[src/rtl/apb_master_bridge.sv]
// rtl/apb_master_bridge.sv - valid/ready command stream to single APB transfers, one outstanding
// Optional ACCESS-phase timeout abort enabled by defining APB_MASTER_TIMEOUT_EN.
module apb_master_bridge #(
  parameter int ADDR_W         = 8,
  parameter int DATA_W         = 32,
  parameter int TIMEOUT_CYCLES = 16
) (
  input  logic              PCLK,
  input  logic              PRESETn,
  input  logic              cmd_valid,
  output logic              cmd_ready,
  input  logic              cmd_write,
  input  logic [ADDR_W-1:0] cmd_addr,
  input  logic [DATA_W-1:0] cmd_wdata,
  output logic              rsp_valid,
  input  logic              rsp_ready,
  output logic [DATA_W-1:0] rsp_rdata,
  output logic              rsp_err,
  output logic              busy,
  output logic              PSEL,
  output logic              PENABLE,
  output logic [ADDR_W-1:0] PADDR,
  output logic              PWRITE,
  output logic [DATA_W-1:0] PWDATA,
  input  logic              PREADY,
  input  logic [DATA_W-1:0] PRDATA
);

  typedef enum logic [1:0] {
    ST_IDLE   = 2'd0,
    ST_SETUP  = 2'd1,
    ST_ACCESS = 2'd2
  } state_t;

  if (TIMEOUT_CYCLES < 1) begin : g_bad_timeout
    $error("apb_master_bridge: TIMEOUT_CYCLES must be at least 1");
  end

  state_t r_state;
  state_t w_state_nxt;

  logic              r_psel;
  logic              r_penable;
  logic              r_pwrite;
  logic [ADDR_W-1:0] r_paddr;
  logic [DATA_W-1:0] r_pwdata;
  logic              r_rsp_valid;
  logic              r_rsp_err;
  logic [DATA_W-1:0] r_rsp_rdata;

  logic              w_psel_nxt;
  logic              w_penable_nxt;
  logic              w_pwrite_nxt;
  logic [ADDR_W-1:0] w_paddr_nxt;
  logic [DATA_W-1:0] w_pwdata_nxt;
  logic              w_rsp_valid_nxt;
  logic              w_rsp_err_nxt;
  logic [DATA_W-1:0] w_rsp_rdata_nxt;

  logic w_cmd_ready;
  logic w_accept;
  logic w_done;
  logic w_abort;

  // A pending response blocks new commands, so a completion never overwrites an unread one.
  assign w_cmd_ready = (r_state == ST_IDLE) && (!r_rsp_valid || rsp_ready);
  assign w_accept    = cmd_valid && w_cmd_ready;
  assign w_done      = (r_state == ST_ACCESS) && PREADY;

`ifdef APB_MASTER_TIMEOUT_EN
  localparam int CNT_W = $clog2(TIMEOUT_CYCLES + 1);

  logic [CNT_W-1:0] r_tmo_cnt;

  // Abort on the edge ending the TIMEOUT_CYCLES-th stalled ACCESS cycle; PREADY=1 wins.
  assign w_abort = (r_state == ST_ACCESS) && !PREADY &&
                   (r_tmo_cnt == CNT_W'(TIMEOUT_CYCLES - 1));

  always_ff @(posedge PCLK or negedge PRESETn) begin
    if (!PRESETn) begin
      r_tmo_cnt <= '0;
    end else if (r_state == ST_SETUP) begin
      r_tmo_cnt <= '0;
    end else if ((r_state == ST_ACCESS) && !PREADY) begin
      r_tmo_cnt <= r_tmo_cnt + 1'b1;
    end
  end
`else
  assign w_abort = 1'b0;
`endif

  always_ff @(posedge PCLK or negedge PRESETn) begin
    if (!PRESETn) begin
      r_state <= ST_IDLE;
    end else begin
      r_state <= w_state_nxt;
    end
  end

  always_comb begin
    w_state_nxt = r_state;
    case (r_state)
      ST_IDLE: begin
        if (w_accept) begin
          w_state_nxt = ST_SETUP;
        end
      end
      ST_SETUP: begin
        w_state_nxt = ST_ACCESS;
      end
      ST_ACCESS: begin
        if (w_done || w_abort) begin
          w_state_nxt = ST_IDLE;
        end
      end
      default: begin
        w_state_nxt = ST_IDLE;
      end
    endcase
  end

  // Next values of the registered APB and response outputs.
  always_comb begin
    w_psel_nxt      = r_psel;
    w_penable_nxt   = r_penable;
    w_pwrite_nxt    = r_pwrite;
    w_paddr_nxt     = r_paddr;
    w_pwdata_nxt    = r_pwdata;
    w_rsp_valid_nxt = r_rsp_valid;
    w_rsp_err_nxt   = r_rsp_err;
    w_rsp_rdata_nxt = r_rsp_rdata;

    if (r_rsp_valid && rsp_ready) begin
      w_rsp_valid_nxt = 1'b0;
    end

    case (r_state)
      ST_IDLE: begin
        if (w_accept) begin
          w_psel_nxt    = 1'b1;
          w_penable_nxt = 1'b0;
          w_pwrite_nxt  = cmd_write;
          w_paddr_nxt   = cmd_addr;
          w_pwdata_nxt  = cmd_wdata;
        end
      end
      ST_SETUP: begin
        w_penable_nxt = 1'b1;
      end
      ST_ACCESS: begin
        if (w_done) begin
          w_psel_nxt      = 1'b0;
          w_penable_nxt   = 1'b0;
          w_rsp_valid_nxt = 1'b1;
          w_rsp_err_nxt   = 1'b0;
          w_rsp_rdata_nxt = r_pwrite ? '0 : PRDATA;
        end else if (w_abort) begin
          w_psel_nxt      = 1'b0;
          w_penable_nxt   = 1'b0;
          w_rsp_valid_nxt = 1'b1;
          w_rsp_err_nxt   = 1'b1;
          w_rsp_rdata_nxt = '0;
        end
      end
      default: begin
        w_psel_nxt    = 1'b0;
        w_penable_nxt = 1'b0;
      end
    endcase
  end

  always_ff @(posedge PCLK or negedge PRESETn) begin
    if (!PRESETn) begin
      r_psel      <= 1'b0;
      r_penable   <= 1'b0;
      r_pwrite    <= 1'b0;
      r_paddr     <= '0;
      r_pwdata    <= '0;
      r_rsp_valid <= 1'b0;
      r_rsp_err   <= 1'b0;
      r_rsp_rdata <= '0;
    end else begin
      r_psel      <= w_psel_nxt;
      r_penable   <= w_penable_nxt;
      r_pwrite    <= w_pwrite_nxt;
      r_paddr     <= w_paddr_nxt;
      r_pwdata    <= w_pwdata_nxt;
      r_rsp_valid <= w_rsp_valid_nxt;
      r_rsp_err   <= w_rsp_err_nxt;
      r_rsp_rdata <= w_rsp_rdata_nxt;
    end
  end

  assign cmd_ready = w_cmd_ready;
  assign rsp_valid = r_rsp_valid;
  assign rsp_rdata = r_rsp_rdata;
  assign rsp_err   = r_rsp_err;
  assign busy      = (r_state != ST_IDLE);
  assign PSEL      = r_psel;
  assign PENABLE   = r_penable;
  assign PADDR     = r_paddr;
  assign PWRITE    = r_pwrite;
  assign PWDATA    = r_pwdata;

endmodule

[config.mk]
export PLATFORM = sky130hd
export DESIGN_NAME = apb_master_bridge
export DESIGN_NICKNAME = d
export VERILOG_FILES = /design/src/rtl/apb_master_bridge.sv
export SDC_FILE = /design/constraint.sdc
export NUM_CORES = 1
export LEC_CHECK = 0
export CAP_MARGIN = 30
export CORE_AREA = 2 2 92 94
export CTS_CLUSTER_DIAMETER = 50
export DETAILED_ROUTE_END_ITERATION = 6
export DIE_AREA = 0 0 94 96
export PLACE_DENSITY = 0.79
export REMOVE_ABC_BUFFERS = 1
export SYNTH_ARGS = -nofsm -noshare
export SYNTH_HDL_FRONTEND = slang
export SYNTH_SLANG_ARGS = --single-unit
[constraint.sdc]
create_clock -name PCLK -period 2.4 [get_ports PCLK]
set_input_delay 0.48 -clock PCLK [delete_from_list [all_inputs] [get_ports PCLK]]
set_output_delay 0.48 -clock PCLK [all_outputs]
set_load 0.05 [all_outputs]
# --- Word-level counts from Yosys, hierarchy flattened ---
# Index checks and enable logic that the tools add are counted.
word_totals:
  out_inout_bits: 79
  regBits: 78
  in_bits: 78
classes:
  reduce_logical: 12
  eq_ne: 4
  mux: 12
  bitwise_logic: 1
op_table:
  columns: ["op", "count"]
  rows:
  - ["$mux W32", 1]
  - ["$mux W1", 6]
  - ["$pmux W1 S3", 2]
  - ["$pmux W2 S3", 1]
  - ["$reduce_and A2 Y1", 3]
  - ["$logic_and A1 B1 Y1", 4]
  - ["$mux W2", 2]
  - ["$ne A2 B2 Y1 const B", 2]
  - ["$reduce_and A3 Y1", 1]
  - ["$eq A2 B1 Y1 const B", 1]
  - ["$eq A2 B2 Y1 const B", 1]
  - ["$logic_not A2 Y1", 1]
  - ["$reduce_bool A2 Y1", 1]
  - ["$logic_not A1 Y1", 1]
  - ["$logic_or A1 B1 Y1", 1]
  - ["$not A1 Y1", 1]

# --- Logic depth before layout (Yosys ltp) ---
logic_depth:
  ltp_word: 6
  mapped_depth: 5
  depth_no_buf: 3

# --- Least setup slack after synthesis ---
# No wires, ideal clock.
synth_path:
  kind: "register -> output"
  startpoint: "register r_state[1]"
  endpoint: "output cmd_ready"
  setup_slack_ps: 664
  n_path_buf: 0
  path_stages_with_launch: 3
  t_required_ps: 1920
  arrival_time_ps: 1256
  path_cell_list: "dfrtp_1 nor2_4 and2_1"
synth_between:
  elab_chain_len: 2
synth_rtl:
  columns: ["item", "line", "text"]
  rows:
  - ["start: declaration", "39", "state_t r_state;"]
  - ["start signal: assignment", "96", "r_state <= w_state_nxt;"]
  - ["$logic_not A2 Y1", "66", "assign w_cmd_ready = (r_state == ST_IDLE) && (!r_rsp_valid || rsp_ready);"]
  - ["$logic_and A1 B1 Y1", "66", null]
  - ["end: declaration", "11", "output logic cmd_ready,"]
# Every way passes these cells.

# --- Worst setup path after layout ---
layout_path:
  startpoint: "register r_state[1]"
  endpoint: "output busy"
layout_between:
  elab_chain_len: 1
layout_rtl:
  columns: ["item", "line", "text"]
  rows:
  - ["$reduce_bool A2 Y1", "198", "assign busy = (r_state != ST_IDLE);"]
  - ["end: declaration", "19", "output logic busy,"]
# Every way passes these cells.

==> metrics.log <==
INFO  metric die_width = ~94 um
INFO  metric clk_latency = 0.33 ns
INFO  metric fraction_of_layout_cells_with_a_size_suffix_above_1 = 17.0%
INFO  metric crit_path_start_kind = register
INFO  metric rsz0062_at_grt = false
INFO  metric gr-max-usage-layer = met2
INFO  metric clock-skew-final = 0.0102 ns
INFO  metric internal-power = 0.00441 W
INFO  metric slew_headroom = 64.1%
INFO  metric ys_ff_latch = 77
INFO  metric wire_per_inst = 14.1 um
INFO  metric synthesis.instances = 243
INFO  metric gr-usage-met2 = 24.7%
INFO  metric grt_util_met3 = approximately 4.6%
INFO  metric coreArea = ~0.008 mm2
INFO  metric worst_ep_required_time = 1.92 ns
INFO  metric ys_top_cells_by_area = dfrtp_1, mux2_4, nand2b_1, o21ai_0, nand2_1
INFO  metric route.detailed.drc = 0
INFO  metric clock.fmax = roughly 460 MHz
INFO  metric num-nets-final = 480
INFO  metric vias_per_cell = roughly 4.5
INFO  metric num_rows = 33
INFO  metric initial_utilization = 39.8%
INFO  metric gpl.final_weighted_congestion = between 0.7 and 0.8
INFO  metric globalRouteTotalUtil = 16.6%
INFO  metric path_cells = nor2_4 > inv_1 > clkdlybuf4s50_1
INFO  metric syn2layout_area_growth = 57.9%
INFO  metric share_comb_of_total_power = 62.6%
INFO  metric ys.flop_type = dfrtp_1
INFO  metric vias_in_the_first_global_route = 2289
INFO  metric firstDrtPassIters = 6
INFO  metric post_cts_resize_count = 0
INFO  metric gr-usage-met1 = 23.0%
INFO  metric initial_antenna_violation_count = 0
INFO  metric antenna-diode-count = 0
INFO  metric critical_path_class = reg2out
INFO  metric finalSetupViolCount = 0
INFO  metric die_y = approximately 96 um
INFO  metric timing.critical_path.slowest_stage_cell = clkdlybuf4s50_1
INFO  metric numCtsBuffers = 9
INFO  metric synth_largest_type_area_fraction = 60.2%
INFO  metric hold_buffers = 0
INFO  metric buffer_ports.inserted = around 160
INFO  metric totalNegativeSetupSlack = 0 ns
INFO  metric drt_antenna_net_count = 0
INFO  metric largest_net_degree_at_the_start_of_global_routing = 66
INFO  metric hp-class = in2async
INFO  metric async_reset_ff_share = 100%
INFO  metric yosysWarningCount = 0
INFO  metric overall_die_area = 0.00902 mm2
INFO  metric grt_pass1_wl = 11.4 mm
INFO  metric clockBufferDepth = 2
INFO  metric drt_wl_total = 7.19 mm
INFO  metric synth_area = about 0.0032 mm2
INFO  metric cp.buffers_inverters = 2
INFO  metric pin_count = 157
INFO  metric timing.max_cap.violations = 0
INFO  metric synthTopCellsByCount = dfrtp_1, mux2_4, nand2_1, nand2b_1, o21ai_0
INFO  metric status = completed
INFO  metric cts_setup_buffers = 0
INFO  metric avgSynthCellArea = around 13 um2
INFO  metric critical-path-top-delay-family = buffers and inverters
INFO  metric hold_viol = 0
INFO  metric path_max_fanout = 5
INFO  metric worst_setup_path_end_kind = output pin
INFO  metric ir_drop = 956 uV
INFO  metric critical-path-max-stage-delay = 0.79 ns
INFO  metric place.detailed.hpwl = 5.27 mm
INFO  metric layout.cell_area.non_filler = 0.00505 mm2
INFO  metric static-leakage-power = between 2 and 2.5 nW
INFO  metric post-layout-total-power = 0.00843 W
INFO  metric clock_power_share = roughly 9.8%
INFO  metric power_frac_seq = between 20 and 30%
INFO  metric cts_tree = yes
INFO  metric synth_area_leader_cell = dfrtp_1
INFO  metric via_count = 2299
INFO  metric yosysMostFrequentCell = dfrtp_1
INFO  metric post_synth_num_cell_types = 18
INFO  metric power-per-cell-area = approximately 1700 mW/mm2
INFO  metric grt_overflow = 0
INFO  metric yosysSeqAreaShare = 60.2%
INFO  metric dpl-instance-area = approximately 0.0049 mm2
INFO  metric final_min_period_over_clock_period = 89.8%
INFO  metric power.net_switching = 0.00402 W
INFO  metric power_switching_share = 47.7%
INFO  metric clk_pin_slew_worst_paths = approximately 0.08 ns
INFO  metric critPathArrivalTime = around 1.7 ns
INFO  metric cts.htree.levels = 3
INFO  metric numClockSinks = 77
INFO  metric shortest_period_the_worst_path_allows = between 2 and 2.5 ns
INFO  metric tightest_slew = ~0.54 ns
INFO  metric synth-edff-count = 0
INFO  metric clockRootBuffer = clkbuf_8
INFO  metric dr.first_iter.drc_count = 58
INFO  metric maxSlewViolCount = 0
==> path summary, 6_finish.rpt <==
kind,startpoint,endpoint,slack (ns),cells after the start
max,r_state[1],busy,0.24,3
min reg2reg,rsp_rdata[3],rsp_rdata[3],0.48,2
max in group asynchronous,PRESETn,PADDR[7],1.68,2
min,PRESETn,PWDATA[6],0.12,1
max reg2reg,r_state[1],PWDATA[12],0.79,4
min in group PCLK,rsp_rdata[3],rsp_rdata[3],0.48,2
==> layout by cell type, fill, tap and decap left out <==
cell type          n
and2_1             1
buf_12             4
buf_4              7
clkbuf_1           1
clkbuf_8          10
clkdlybuf4s50_1  152
clkinv_2           2
clkinvlp_4         2
conb_1             1
dfrtp_1           77
inv_1              2
mux2_2             4
mux2_4            38
nand2_1           35
nand2b_1          33
nand3_4            1
nand3b_1           1
nor2_1             1
nor2_4             1
o21ai_0           33
==> sequential cells by signal, summed over array words and instances (netlist names) <==
name,flops
rsp_valid,1
PADDR,8
PWDATA,32
rsp_rdata,32
r_state,2
PWRITE,1
PSEL,1
==> cell families (layout without fill, tap and decap cells) <==
group | count (synthesis) | in the layout | synth area share [%]
flops | 77 | 77 | 60.2
mux | 42 | 42 | 19.2
buf+inv | 17 | 180 | 3.28
other cells | 1 | 1 | 0.117
simple gates | 73 | 73 | 12.0
compound gates | 33 | 33 | 5.16
==> metrics by stage <==
step,instances,utilization (%),setup slack [ns],hold slack [ns]
after floorplan,228,-,0.0930,0.184
after global placement,496,60.7,0.269,0.461
after detailed placement,496,60.7,0.253,0.471
after CTS,511,62.8,0.214,0.125
after global routing,511,62.8,0.162,0.140
final,511,62.8,0.245,0.117
==> final cells by class <==
cell class,instances,area [um2]
multi-input cells,149,1170
repair buffers,163,1650
inverters,2,7.51
flip-flops and latches,77,1930
fillers,645,3000
clock buffers,11,141
well taps,105,131
clock inverters,4,25.0
==> metal layers <==
metal	wire, um	share of wire [%]
met4	44	0.61
met1	3310	46
met2	3280	46
met5	0	0
met3	557	7.7
==> power by group through the flow <==
stage               logic [W]  registers (W)  clock network (W)
floorplan             0.00123        0.00458                  0
global placement      0.00525        0.00234                  0
detailed placement    0.00532        0.00234                  0
CTS                   0.00532        0.00233           0.000867
global route          0.00553        0.00241           0.000937
finish                0.00527        0.00232           0.000830
(Power assumes the default switching activity.)
